--- src/rtl/cpack_pkg.sv ---
// cpack_pkg: shared widths, code prefixes, code lengths and FSM states for the word compressor.
package cpack_pkg;
  localparam int WIDTH_DATA_IN = 128;
  localparam int WIDTH = 32;
  localparam int WORD = 16;
  localparam int IDX_W = $clog2(WORD);
  localparam int ACC_WIDTH = 196;
  localparam int CODE_W = 34;
  typedef enum logic [1:0] {C_ZZZZ = 2'b00, C_XXXX = 2'b01, C_MMMM = 2'b10, C_BAK = 2'b11} code_e;
  typedef enum logic [1:0] {B_MMXX = 2'b00, B_ZZZX = 2'b01, B_MMMX = 2'b10} code_bak_e;
  localparam logic [5:0] LEN_ZZZZ = 6'd2;
  localparam logic [5:0] LEN_XXXX = 6'd34;
  localparam logic [5:0] LEN_MMMM = 6'd6;
  localparam logic [5:0] LEN_MMXX = 6'd24;
  localparam logic [5:0] LEN_ZZZX = 6'd12;
  localparam logic [5:0] LEN_MMMX = 6'd16;
  typedef enum logic [1:0] {IDLE, P0, P1, FLUSH} state_e;
endpackage

--- src/rtl/word_encoder.sv ---
// word_encoder: classifies one word against the dictionary and builds its variable-length code.
module word_encoder
  import cpack_pkg::*;
(
  input  logic [WIDTH-1:0]           word_i,
  input  logic [WORD-1:0][WIDTH-1:0] dict_i,
  input  logic [WORD-1:0]            valid_i,
  output logic [5:0]                 len_o,
  output logic [CODE_W-1:0]          bits_o,
  output logic                       push_o
);
  logic [IDX_W-1:0] idx_m, idx_8, idx_16;
  logic hit_m, hit_8, hit_16;
  code_e pre;
  code_bak_e bak;
  // Descending scan so the lowest matching index wins.
  always_comb begin
    {hit_m, hit_8, hit_16} = '0;
    {idx_m, idx_8, idx_16} = '0;
    for (int i = WORD-1; i >= 0; i--) begin
      if (valid_i[i]) begin
        if (dict_i[i] == word_i) begin hit_m = 1'b1; idx_m = IDX_W'(i); end
        if (dict_i[i][WIDTH-1:8] == word_i[WIDTH-1:8]) begin hit_8 = 1'b1; idx_8 = IDX_W'(i); end
        if (dict_i[i][WIDTH-1:16] == word_i[WIDTH-1:16]) begin hit_16 = 1'b1; idx_16 = IDX_W'(i); end
      end
    end
  end
  always_comb begin
    pre = word_i == '0 ? C_ZZZZ : hit_m ? C_MMMM
        : (word_i[WIDTH-1:8] == '0 || hit_8 || hit_16) ? C_BAK : C_XXXX;
    bak = word_i[WIDTH-1:8] == '0 ? B_ZZZX : hit_8 ? B_MMMX : B_MMXX;
  end
  assign bits_o = pre == C_ZZZZ ? CODE_W'(pre)
                : pre == C_XXXX ? {word_i, pre}
                : pre == C_MMMM ? CODE_W'({idx_m, pre})
                : bak == B_ZZZX ? CODE_W'({word_i[7:0], bak, pre})
                : bak == B_MMMX ? CODE_W'({word_i[7:0], idx_8, bak, pre})
                : CODE_W'({word_i[15:0], idx_16, bak, pre});
  assign len_o = pre == C_ZZZZ ? LEN_ZZZZ : pre == C_XXXX ? LEN_XXXX : pre == C_MMMM ? LEN_MMMM
               : bak == B_ZZZX ? LEN_ZZZX : bak == B_MMMX ? LEN_MMMX : LEN_MMXX;
  assign push_o = pre == C_XXXX || (pre == C_BAK && bak != B_ZZZX);
endmodule

--- src/rtl/compressor.sv ---
// compressor: encodes 128-bit lines two words per cycle and packs the codes LSB-first
// into 128-bit output lines with valid/ready handshakes on both sides.
module compressor
  import cpack_pkg::*;
(
  input  logic                     i_clk,
  input  logic                     i_reset,
  input  logic                     i_valid,
  output logic                     o_ready,
  input  logic [WIDTH_DATA_IN-1:0] i_data,
  input  logic                     i_last,
  output logic                     o_valid,
  input  logic                     i_ready,
  output logic [WIDTH_DATA_IN-1:0] o_data,
  output logic                     o_last
);
  state_e state_q;
  logic [WIDTH_DATA_IN-1:0] line_q;
  logic last_q;
  logic [WORD-1:0][WIDTH-1:0] dict_q, dict_fwd;
  logic [WORD-1:0] valid_q, valid_fwd;
  logic [IDX_W-1:0] ptr_q;
  logic [ACC_WIDTH-1:0] acc_q, acc_d;
  logic [7:0] fill_q, fill_d;
  logic [WIDTH-1:0] w0, w1;
  logic [5:0] len0, len1;
  logic [CODE_W-1:0] bits0, bits1;
  logic [2*CODE_W-1:0] pair;
  logic push0, push1, stall, emit;
  assign stall = o_valid & ~i_ready;
  assign o_ready = ~stall & (state_q == IDLE || (state_q == P1 && !last_q));
  assign {w1, w0} = state_q == P1 ? line_q[WIDTH_DATA_IN-1:2*WIDTH] : line_q[2*WIDTH-1:0];
  // The second word must see the first word's dictionary push of the same cycle.
  always_comb begin
    dict_fwd = dict_q;
    valid_fwd = valid_q;
    if (push0) begin
      dict_fwd[ptr_q] = w0;
      valid_fwd[ptr_q] = 1'b1;
    end
  end
  word_encoder u_enc0 (.word_i(w0), .dict_i(dict_q), .valid_i(valid_q),
                       .len_o(len0), .bits_o(bits0), .push_o(push0));
  word_encoder u_enc1 (.word_i(w1), .dict_i(dict_fwd), .valid_i(valid_fwd),
                       .len_o(len1), .bits_o(bits1), .push_o(push1));
  assign pair = (2*CODE_W)'(bits0) | ((2*CODE_W)'(bits1) << len0);
  assign acc_d = acc_q | (ACC_WIDTH'(pair) << fill_q);
  assign fill_d = fill_q + 8'(len0) + 8'(len1);
  assign emit = fill_d >= 8'd128;
  always_ff @(posedge i_clk or negedge i_reset) begin
    if (!i_reset) begin
      state_q <= IDLE;
      line_q <= '0;
      last_q <= 1'b0;
      dict_q <= '0;
      valid_q <= '0;
      ptr_q <= '0;
      acc_q <= '0;
      fill_q <= '0;
      o_valid <= 1'b0;
      o_last <= 1'b0;
      o_data <= '0;
    end else if (!stall) begin
      if (o_valid) begin
        o_valid <= 1'b0;
        o_last <= 1'b0;
      end
      case (state_q)
        IDLE: if (i_valid) begin
          line_q <= i_data;
          last_q <= i_last;
          state_q <= P0;
        end
        P0, P1: begin
          if (push0) begin
            dict_q[ptr_q] <= w0;
            valid_q[ptr_q] <= 1'b1;
          end
          if (push1) begin
            dict_q[ptr_q + IDX_W'(push0)] <= w1;
            valid_q[ptr_q + IDX_W'(push0)] <= 1'b1;
          end
          ptr_q <= ptr_q + IDX_W'(push0) + IDX_W'(push1);
          if (emit) begin
            o_data <= acc_d[WIDTH_DATA_IN-1:0];
            o_valid <= 1'b1;
            o_last <= state_q == P1 && last_q && fill_d == 8'd128;
            acc_q <= acc_d >> WIDTH_DATA_IN;
            fill_q <= fill_d - 8'd128;
          end else begin
            acc_q <= acc_d;
            fill_q <= fill_d;
          end
          if (state_q == P0) state_q <= P1;
          else if (last_q) state_q <= FLUSH;
          else if (i_valid) begin
            line_q <= i_data;
            last_q <= i_last;
            state_q <= P0;
          end else state_q <= IDLE;
        end
        FLUSH: begin
          // Bits above fill are always zero, so acc is already the padded line.
          if (fill_q != 8'd0 || !(o_valid && o_last)) begin
            o_data <= acc_q[WIDTH_DATA_IN-1:0];
            o_valid <= 1'b1;
            o_last <= 1'b1;
          end
          acc_q <= '0;
          fill_q <= '0;
          state_q <= IDLE;
        end
      endcase
    end
  end
endmodule

--- config.mk ---
export PLATFORM = sky130hd
export DESIGN_NAME = compressor
export DESIGN_NICKNAME = d
export VERILOG_FILES = /design/src/rtl/cpack_pkg.sv /design/src/rtl/word_encoder.sv /design/src/rtl/compressor.sv
export SDC_FILE = /design/constraint.sdc
export NUM_CORES = 2
export LEC_CHECK = 0
export CELL_PAD_IN_SITES_DETAIL_PLACEMENT = 1
export CELL_PAD_IN_SITES_GLOBAL_PLACEMENT = 1
export CORE_UTILIZATION = 30
export CTS_CLUSTER_SIZE = 16
export DETAILED_ROUTE_END_ITERATION = 10
export GPL_TIMING_DRIVEN = 0
export HOLD_SLACK_MARGIN = 0.02
export PLACE_DENSITY = 0.57
export SYNTH_ARGS = -nofsm -noshare
export SYNTH_HDL_FRONTEND = slang
export SYNTH_HIERARCHICAL = 1
export SYNTH_SLANG_ARGS = --single-unit
--- constraint.sdc ---
create_clock -name i_clk -period 14.3 [get_ports i_clk]
set_input_delay 4.29 -clock i_clk [delete_from_list [all_inputs] [get_ports i_clk]]
set_output_delay 4.29 -clock i_clk [all_outputs]
set_load 0.05 [all_outputs]
# == After elaboration in Yosys (flattened, before gate mapping) ==
# Index checks and enable logic that the tools add are counted.
# classes
n_reduce_logical,35
bitwise,8
magnitude_cmp,5
muxes,461
n_addsub,5
n_eq_ne,117
shift,2
# ops
operator,n
2-to-1 mux 512 bit,4
bitwise mux 512 bit,2
equality test 32 bit,32
2-to-1 mux 4 bit,194
equality test 24 bit,32
2-to-1 mux 128 bit,5
equality test 16 bit,32
case mux 128 bit (2 select lines),2
case mux 196 bit (2 select lines),1
2-to-1 mux 34 bit,8
demux 32 bit (select 4 bit),2
2-to-1 mux 1 bit,204
2-to-1 mux 196 bit,1
bitwise OR 196 bit,1
<< shifter 68 x 8 -> 196 bit,1
bitwise OR 34 x 68 -> 68 bit,1
<< shifter 34 x 6 -> 68 bit,1
zero test 32 bit,2
2-to-1 mux 16 bit,4
2-to-1 mux 32 bit,2
2-to-1 mux 64 bit,1
zero test 24 bit,2
2-to-1 mux 24 bit,2
2-to-1 mux 6 bit,8
29 further kinds,89
# word_totals
input_bits,133
ff_bits,997
output_inout_bits,131
elab_cells,659

# == Longest topological paths before layout ==
# logic_depth
depth_word,93
mapped_depth,50
ltp_nobuf,38

# == Modules after synthesis ==
# The synthesis kept the hierarchy.
# modules_own_cells
mod,seq_area_each_um2,instances,area_each_um2,cells_each
compressor,24948.9,1,60586.9,7496
word_encoder,0.0,2,7980.2,1074

# == Worst setup path after synthesis ==
# No wires, ideal clock.
# synth_path
path_type,reg-to-reg
start,reg state_q[0]
end,reg o_data[124]
path_buffers,10
t_arrival_ns,10.644
period_less_slack_ns,10.772
setup_ns,0.128
t_required_ns,14.172
stages_incl_launch_ff,48
path_slack_ns,3.528
path_cell_list,dfrtp_1 -> inv_1 -> ha_1 -> clkbuf_1 -> clkbuf_1 -> buf_1 -> mux2i_1 -> clkbuf_1 -> inv_1 -> buf_6 -> buf_4 -> xor2_1 -> nor4_1 -> nand3_1 -> or4_1 -> o2111a_1 -> nand4_1 -> nor2_1 -> [... 12 more ...] -> buf_6 -> inv_4 -> or3_4 -> buf_6 -> a2111oi_2 -> or2_1 -> mux2i_2 -> a222oi_1 -> and2_4 -> a221o_1 -> a2111oi_4 -> nor2_1 -> mux4_2 -> a221o_1 -> o22a_1 -> mux2_4 -> a221oi_2 -> o21ai_1
# synth_rtl
element,line,source
from (decl),compressor.sv:17,state_e state_q;
from (signal assigned),compressor.sv:52,state_q <= IDLE;
from (signal assigned),compressor.sv:72,state_q <= P0;
from (signal assigned),compressor.sv:94,if (state_q == P0) state_q <= P1;
to (signal assigned),compressor.sv:85,o_data <= acc_d[WIDTH_DATA_IN-1:0];
to (signal assigned),compressor.sv:105,o_data <= acc_q[WIDTH_DATA_IN-1:0];
to (decl),compressor.sv:14,"output logic [WIDTH_DATA_IN-1:0] o_data,"

==> results.cfg <==
[outcome]
outcome = finished with violations
failed_checks = capacitance limit, slew limit, setup timing

[sta]
finalSetupViolCount = 69
period_minus_slack_ps = 14460
timing.hold.ws_ps = 476.0
grt_setup_unrepaired = true
worst_pin_slew_ps = 1508
maxSlewViolCount = 11
min_period_over_period = 1.011
fmax_mhz = 69.16
finalHoldViolCount = 0
max_slew_margin = -0.005105
fin_skew_ps = 111.2
final.setup.tns_ps = -3815
layout_setup_ws_ps = -159.0

[worst_setup_path]
setup.reg_to_reg.worst_slack_ps = -160
rr_worst_depth = 50
critical_path.endpoint_type = flop
critPathSlowestCell = or4_4
critPathArrivalTime_ps = 15210
critPathKind = reg -> reg
timing.critical_path.fanout_max = 10
r2r_end = acc_q[18]
critPathMostFrequentCell = buf_4
max_stage_delay_ps = 670
crit_path_start_kind = flop
worst-endpoint-required_ps = 15050
reg2reg_from = state_q[0]
destination_of_the_critical_timing_path = acc_q[18]
critPathLaunch = state_q[0]

[clocking]
cts_root_buffer = clkbuf_16
cts_tree = yes
worst_setup_hold_path_clk_slew_ps = 60
clk-insertion-delay-late_ps = 890
tritoncts.num_buffers = 136
clock_tree.htree_level_count = 4
cts_sinks = 997
ctsLongestPathBuffers = 3
hold_fix_buffers_at_cts = 0

[die]
floorplan.io_pins = 264
core.rowCount = 185
dieWidth_um = 507.1
die_y_um = 507.1
design.core.area_sq_um = 253900
initial_utilization = 0.3015
die_area_sq_um = 257200

[global_routing]
grt.overflow.total = 0
antenna_found_initial = 43
global_route_wire_length_before_repair_um = 743200
grt_start_max_net_pins = 166
number_of_global_route_vias_before_repair = 86620
grt_use_total = 0.4162

[drt]
post-route-drc-count = 0
detail_route.first_pass.iterations = 7
detailedRoute.firstIterationViolations = 10290
postRouteAntennaNets = 0
vias_per_cell = 6.380
drt_wl_total_um = 549500
via_count = 87470
post_drt_wl_per_cell_um = 40.08

[finish]
area_growth_pct = 21.37
drive_above_1_share = 0.1310
final-instance-count-excl-fill = 13710
finish.instance_area_sq_um = 92900
nNetsFinal = 10370

[synth]
syn_area_sq_um = 76550
synthDominantCellAreaShare = 0.3259
synth_top_cells_by_area = dfrtp_1 33%, xor2_1 7.6%, o21ai_0 7.0%, nand2_1 6.2%, a21oi_1 5.9%
synth_edf_count = 0
synth.avg_cell_area_sq_um = 7.937
synthDistinctLibCells = 108
seq_area_frac_synth = 0.3259
asyncSetResetFlopFracSynth = 1.000
synthFlopType = dfrtp_1
ys_seq_elements = 997
synthMostInstantiatedCell = nand2_1
synthTopCellsByCount = 1263 x nand2_1, 1063 x o21ai_0, 1023 x nor2_1, 997 x dfrtp_1, 903 x a21oi_1
yosysTopAreaCell = dfrtp_1
syn-num-nets = 9799
count_of_warnings_emitted_by_yosys = 6
synthCells = 9644

[place]
gpl_congestion = 1.028
dpl.hpwl_um = 421200
placed_cells = 13360
port_buffers = 263
detailed_place.area_sq_um = 84930

[flow_run]
drv_cap = 2

[min_path]
holdPathStages = 2
hold_class = reg -> reg
timing repair:
| action | 4_1_cts | 5_1_grt |
|---|---|---|
| endpoints found under the hold margin | 0 | 0 |
| gates resized for setup | 417 | 177 |
| pin swaps | 32 | 16 |
| endpoints found under the setup margin | 864 | 326 |
| buffers inserted | 59 | 26 |
worst min-delay path by stage:
stage | startpoint | endpoint
after global routing | o_data[6] | o_data[6]
after detailed placement | acc_q[145] | acc_q[145]
after floorplan | acc_q[173] | acc_q[173]
after global placement | acc_q[183] | acc_q[183]
final | o_data[7] | o_data[7]
after CTS | acc_q[145] | acc_q[145]
placed cells by master, fill, tap and decap left out, drive strengths merged, types with 44 or more instances in the layout:
cell type	count
a21oi	905
mux2	176
buf	395
o221ai	49
nor3	152
inv	74
xor2	663
nand3	143
nor4	225
nor2	1023
or2	44
nand4	126
clkdlybuf4s50	262
or3	48
xnor2	373
a22oi	46
clkbuf	761
and2	65
a31oi	46
mux2i	409
a221oi	45
o21ai	1092
nand2	1263
clkinv	62
o22ai	74
dfrtp	997
a22o	58
a211oi	75
logic make-up after synthesis:
family | share of synthesized area
buffers and inverters | 0.05193
AO/OA/AOI/OAI | 0.2215
adder cells (fa/ha/maj) | 0.004282
AND/OR/NAND/NOR | 0.1876
flip-flops | 0.3259
XOR/XNOR | 0.1185
multiplexers | 0.09006
other | 0.00009811
critical path, delay by kind of cell, from the launching register on:
family | cells | cell delay, ps
buffers and inverters | 18 | 4150
AOI/OAI and AO/OA | 11 | 3480
and+or+nand+nor | 14 | 4160
xor gates and xnor gates | 2 | 550
DFF | 1 | 410
muxes | 4 | 1160
adders and majority gates | 1 | 300
area by class of cell:
class / count / area, sq um
multi-input cells: 7758 / 50230
fillers: 30030 / 161000
clock inverters: 38 / 676.9
inverters: 105 / 399.1
repair buffers: 432 / 4477
plain buffers: 780 / 3839
diodes: 26 / 65.06
clock buffers: 208 / 4054
well taps: 3366 / 4212
flip-flops and latches: 997 / 24950
sequential cells by signal (all words and copies together) (netlist names):
register	flops
dict_q	512
o_last	1
line_q	128
state_q	2
fill_q	8
acc_q	196
ptr_q	4
last_q	1
o_valid	1
o_data	128
valid_q	16
per-layer routing:
layer,track usage,wire (um),up-vias,share of wire
met5,0,131,-,0.00024
met4,0.3306,51830,20,0.094
met3,0.08685,47010,1842,0.086
met2,0.6372,239000,5522,0.43
met1,0.5082,211500,44630,0.38
li1,-,-,35460,-
stage by stage:
stage / util / setup slack [ps]
floorplan: - / 3528
global placement: 0.3284 / -43660
detailed placement: 0.3345 / -6809
CTS: 0.3619 / 15.04
global route: 0.3656 / -80.77
finish: 0.3659 / -159.0
Power is not shown: default switching activity piles up to over one toggle a cycle in this logic, so the estimate is an artifact.
